--- src/rtl/sfx_player.sv ---
// Sound-effect sequencer: on a playsound rising edge, plays the selected note list as a square wave.
// Latency: busy/cur_sound update on the trigger edge; first audio toggle H clocks later.
// No backpressure: a new request restarts playback immediately, and the sound being preempted emits no sound_done.
module sfx_player #(
    parameter int TICK_CYCLES = 1250000,
    parameter int PITCH_UNIT  = 1600
) (
    input  logic       clk,
    input  logic       reset,
    input  logic       playsound,
    input  logic [1:0] soundselector,
    output logic       audio_out,
    output logic       busy,
    output logic       sound_done,
    output logic [1:0] cur_sound
);
    localparam int HPW = $clog2(16 * PITCH_UNIT);
    localparam int DW  = $clog2(15 * TICK_CYCLES + 1);

    // Each entry is {pitch[2:0], len[3:0]}, indexed by {sound, note}; len 0 terminates.
    localparam logic [6:0] ROM [16] = '{
        {3'd5, 4'd1}, 7'd0,         7'd0,         7'd0,
        {3'd3, 4'd2}, {3'd5, 4'd2}, {3'd7, 4'd3}, 7'd0,
        {3'd2, 4'd2}, {3'd0, 4'd1}, {3'd1, 4'd4}, 7'd0,
        {3'd4, 4'd2}, {3'd5, 4'd2}, {3'd6, 4'd2}, {3'd7, 4'd4}
    };

    typedef enum logic {IDLE, PLAY} state_t;

    state_t            state;
    logic [1:0]        idx;
    logic [HPW-1:0]    hp_cnt;
    logic [DW-1:0]     dur_cnt;
    logic              ps_hist;

    logic              trig;
    logic [2:0]        cur_p;
    logic [3:0]        cur_len;
    logic [3:0]        nxt_len;
    logic              last_entry;
    logic [HPW-1:0]    hp_last;
    logic [DW-1:0]     dur_last;

    assign trig       = playsound && !ps_hist;
    assign cur_p      = ROM[{cur_sound, idx}][6:4];
    assign cur_len    = ROM[{cur_sound, idx}][3:0];
    assign nxt_len    = ROM[{cur_sound, idx + 2'd1}][3:0];
    assign last_entry = (idx == 2'd3) || (nxt_len == 4'd0);

    // Terminal counts are formed in int arithmetic, so the full product never overflows before narrowing.
    assign hp_last  = HPW'(PITCH_UNIT * (18 - 2 * int'(cur_p)) - 1);
    assign dur_last = DW'(int'(cur_len) * TICK_CYCLES - 1);

    always_ff @(posedge clk or posedge reset) begin
        if (reset) begin
            state      <= IDLE;
            idx        <= 2'd0;
            hp_cnt     <= '0;
            dur_cnt    <= '0;
            ps_hist    <= 1'b1;
            audio_out  <= 1'b0;
            busy       <= 1'b0;
            sound_done <= 1'b0;
            cur_sound  <= 2'd0;
        end else begin
            ps_hist    <= playsound;
            sound_done <= 1'b0;
            if (trig) begin
                cur_sound <= soundselector;
                idx       <= 2'd0;
                hp_cnt    <= '0;
                dur_cnt   <= '0;
                audio_out <= 1'b0;
                busy      <= 1'b1;
                state     <= PLAY;
            end else if (state == PLAY) begin
                // Note expiry outranks a coincident half-period wrap.
                if (dur_cnt == dur_last) begin
                    hp_cnt    <= '0;
                    dur_cnt   <= '0;
                    audio_out <= 1'b0;
                    if (last_entry) begin
                        state      <= IDLE;
                        busy       <= 1'b0;
                        idx        <= 2'd0;
                        sound_done <= 1'b1;
                    end else begin
                        idx <= idx + 2'd1;
                    end
                end else begin
                    dur_cnt <= dur_cnt + DW'(1);
                    if (cur_p == 3'd0) begin
                        audio_out <= 1'b0;
                    end else if (hp_cnt == hp_last) begin
                        hp_cnt    <= '0;
                        audio_out <= ~audio_out;
                    end else begin
                        hp_cnt <= hp_cnt + HPW'(1);
                    end
                end
            end
        end
    end
endmodule

--- config.mk ---
export PLATFORM = sky130hd
export DESIGN_NAME = sfx_player
export DESIGN_NICKNAME = d
export VERILOG_FILES = /design/src/rtl/sfx_player.sv
export SDC_FILE = /design/constraint.sdc
export NUM_CORES = 1
export LEC_CHECK = 0
export ABC_AREA = 1
export ABC_CLOCK_PERIOD_IN_PS = 3800
export CAP_MARGIN = 0
export CORE_MARGIN = 2
export CORE_UTILIZATION = 35
export DETAILED_ROUTE_END_ITERATION = 6
export GPL_TIMING_DRIVEN = 0
export PLACE_DENSITY = 0.49
export SLEW_MARGIN = 40
export SYNTH_ARGS = -nofsm -noshare
export SYNTH_HDL_FRONTEND = slang
export SYNTH_SLANG_ARGS = --single-unit
--- constraint.sdc ---
create_clock -name clk -period 3.8 [get_ports clk]
set_clock_uncertainty 0.05 [all_clocks]
set_input_delay 0.57 -clock clk [delete_from_list [all_inputs] [get_ports clk]]
set_output_delay 0.57 -clock clk [all_outputs]
set_load 0.05 [all_outputs]
==> impl_metrics.py, run 1 <==
metrics = {
    "status": {
        "status": "finished, violations left",
        "violations": "setup timing",
    },
    "timing": {
        "worst_slew_pin_slew_ns": 0.500,
        "fmax_mhz": 240,
        "finalCritPeriodShare": 1.10,
        "finalMaxSlewViolations": 0,
        "min_period_ns": 4.17,
        "hold_viol_final": 0,
        "setup_ws_ns": -0.368,
        "whs_ns": 0.431,
        "rsz0062_at_grt": "yes",
        "max_slew_margin": 0.666,
        "setup_viol": 46,
    },
    "drt": {
        "wire_per_inst_um": 13.5,
        "wl_um": 12700,
        "viasPerCell": 4.82,
        "antenna_left": 0,
        "vias": 4516,
        "drt_iter0_drc": 207,
        "route.detailed.drc": 0,
        "dr.pass1.iters": 5,
    },
    "hold_path": {
        "whs_endpoint": "busy",
        "hold_path.class": "flip-flop to flip-flop",
        "hp-start": "busy",
        "holdPathStages": 2,
    },
    "flow_run": {
        "drv_cap": 0,
    },
    "critical_path": {
        "required_ns": 3.93,
        "crit_arrival_ns": 4.30,
        "r2r_start": "idx[1]",
        "cp_top_family": "simple AND/OR/NAND/NOR gates",
        "critPathKind": "flip-flop to flip-flop",
        "worst-path-buf-inv": 5,
        "endpoint_kind": "flip-flop",
        "start_kind": "flip-flop",
        "crit_fanout": 5,
        "critPathSlowestCell": "dfrtp_2",
        "r2r_cells": 27,
        "ff2ff_setup_slack_ns": -0.37,
        "crit_path_max_incr_delay_ns": 0.46,
        "r2r-end": "dur_cnt[17]",
    },
    "die": {
        "dieWidth_um": 121,
        "dieArea_sq_um": 14800,
        "start_util": 0.362,
        "core_area_sq_um": 13300,
        "fp.dieH_um": 121,
        "io-pin-count": 10,
        "rows": 42,
    },
    "pwr": {
        "power.density_nw_per_um2": 488,
        "power.leakage_nw": 2.80,
        "vdd_drop_max_mv": 0.293,
    },
    "synthesis": {
        "ys_ff_latch": 49,
        "synth-edff-count": 0,
        "syn_nets": 733,
        "syn_avg_cell_area_sq_um": 6.96,
        "synth-warning-count": 0,
        "syn_area_sq_um": 4830,
        "synthMostInstantiatedCell": "nand2_1",
        "synth_cell_types": 42,
        "synth_largest_area_cell": "dfrtp_1",
        "synth_area_leaders": "dfrtp_1, nand2_1, ha_1",
        "ys_top_cells_by_count": "nand2_1, inv_1, nor2_1",
        "synthArstFlopShare": 1.00,
        "yosys_most_used_dff": "dfrtp_1",
        "synth_top_area_frac": 0.249,
        "synthCells": 694,
        "ys_seq_area_frac": 0.254,
    },
    "final_layout": {
        "fillCellCount": 1344,
        "drive_gt1_frac": 0.263,
        "final_cells": 936,
        "seq_area_sq_um": 1230,
        "syn2layout_area_growth_pct": 28.3,
        "final_util": 0.464,
        "multi_input_area_sq_um": 3570,
        "antenna_cells": 0,
        "finalNetCount": 798,
    },
    "cts": {
        "clock_sinks": 49,
        "cts-buffers-inserted": 5,
        "postCtsHoldBufs": 0,
        "clock_path_buffers": 2,
        "tritoncts": "done",
        "htreeDepth": 2,
        "path_clk_slew_ns": 0.08,
        "root_buffer": "clkbuf_16",
        "clk_latency_ns": 0.30,
    },
    "grt": {
        "grt_pass1_vias": 4467,
        "grt_use_total": 0.181,
        "grt_pass1_wl_um": 21400,
        "grt_remaining_overflow": 0,
        "antenna_found_initial": 0,
        "grt_max_degree": 28,
    },
    "placed_design": {
        "port_buffers": 9,
        "placed_cells": 880,
        "place.gp.congestion": 0.856,
        "hpwl_um": 9140,
    },
}
## state kept, by name, summed over array words and instances, names as in the netlist
register    flops
audio_out       1
busy            1
cur_sound       2
dur_cnt        25
hp_cnt         15
idx             2
ps_hist         1
sound_done      1
state           1
## worst min-delay path, stage by stage, from the launching register on
cell     delay [ns]
dfrtp_1        0.35
nand2_1        0.06
nand2_1        0.05
## final cells by class
| cell class | instances | share of cell area |
|---|---|---|
| plain buffers | 11 | 0.0194 |
| clock buffers | 5 | 0.0202 |
| clock inverters | 3 | 0.00464 |
| inverters | 86 | 0.0577 |
| multi-input cells | 548 | 0.576 |
| flip-flops and latches | 49 | 0.199 |
| well taps | 176 | 0.0355 |
| repair buffers | 58 | 0.0878 |
## report_power, final
group	internal (mW)	total, mW	switching, mW	leakage, nW
clock network	0.253	0.472	0.220	0.0763
logic	0.828	1.92	1.09	2.07
registers	0.579	0.638	0.0594	0.651
## cells in the final DEF (no fill, tap or decap), types with 3 or more instances in the layout
cell type          n
ha_1              15
dfrtp_1           44
nor2_2            13
inv_6              3
inv_4              5
nand3_2           10
nor3_1            13
nand3b_1           3
nand2_1          170
inv_2              5
nand3_4           10
a21oi_1            3
o21bai_1           3
buf_8              3
inv_1             70
ha_4              11
nand3_1           68
buf_4             35
nand2_2           28
dfrtp_2            4
clkbuf_16          5
xnor2_1           13
buf_6             16
ha_2               6
xor2_1            38
or2_2              4
nor2_4             8
clkdlybuf4s50_1    9
nor2_1            66
nand4_1           19
o21ai_1            3
nand2_4            9
nor4_1             3
o21ai_0           12
nor3_2             3
## metal layers
| metal | wire length, um | GRT usage |
|---|---|---|
| met5 | 0 | 0 |
| met4 | 268 | 0.0582 |
| met3 | 190 | 0.0174 |
| met2 | 6140 | 0.316 |
| met1 | 6070 | 0.234 |
## worst max-delay path by stage
stage | start | endpoint | cells past startpoint
6_report | idx[1] | dur_cnt[17] | 27
2_1_floorplan | cur_sound[0] | audio_out | 22
4_1_cts | idx[0] | dur_cnt[17] | 27
5_1_grt | idx[1] | audio_out | 22
3_3_place_gp | idx[1] | dur_cnt[12] | 24
3_5_place_dp | idx[0] | dur_cnt[12] | 22
## per-stage QoR
step	power [mW]	worst slack, ns	area [sq um]	setup TNS [ns]
floorplan	1.88	0.0127	4950	0
CTS	2.98	-0.319	6080	-11.85
finish	3.03	-0.368	6200	-13.87
detailed placement	2.19	-0.657	5280	-27.00
global route	3.30	-0.594	6200	-23.83
global placement	2.17	-0.599	5260	-24.25
## kinds of logic (layout without fill, tap and decap cells)
kind of cell,Yosys count,count (layout),synth area share
adder cells (fa/ha/maj),34,34,0.0912
XOR/XNOR,51,51,0.0925
flip-flops,49,49,0.254
buffers and inverters,97,163,0.0886
AO/OA/AOI/OAI,26,26,0.0313
AND/OR/NAND/NOR,437,437,0.442
## timing repair
action | in CTS | in global routing
gates cloned | 4 | 1
setup buffers | 37 | 6
resized for setup | 81 | 21
pin swaps | 36 | 23
setup endpoints to repair | 46 | 46
Note: power is estimated with default switching activity, not from simulation.
==> run 2: changes to the inputs <==
- CTS_CLUSTER_SIZE: not set -> 30
==> results of run 2 <==
Final layout, timing and power as in run 1 (identical DEF).
==> run 3: changes to the inputs <==
- CTS_BUF_LIST: not set -> sky130_fd_sc_hd__clkbuf_4 sky130_fd_sc_hd__clkbuf_8 sky130_fd_sc_hd__clkbuf_16
- HOLD_SLACK_MARGIN: not set -> 0.08
==> results of run 3 <==
Final layout, timing and power as in run 1 (identical DEF).
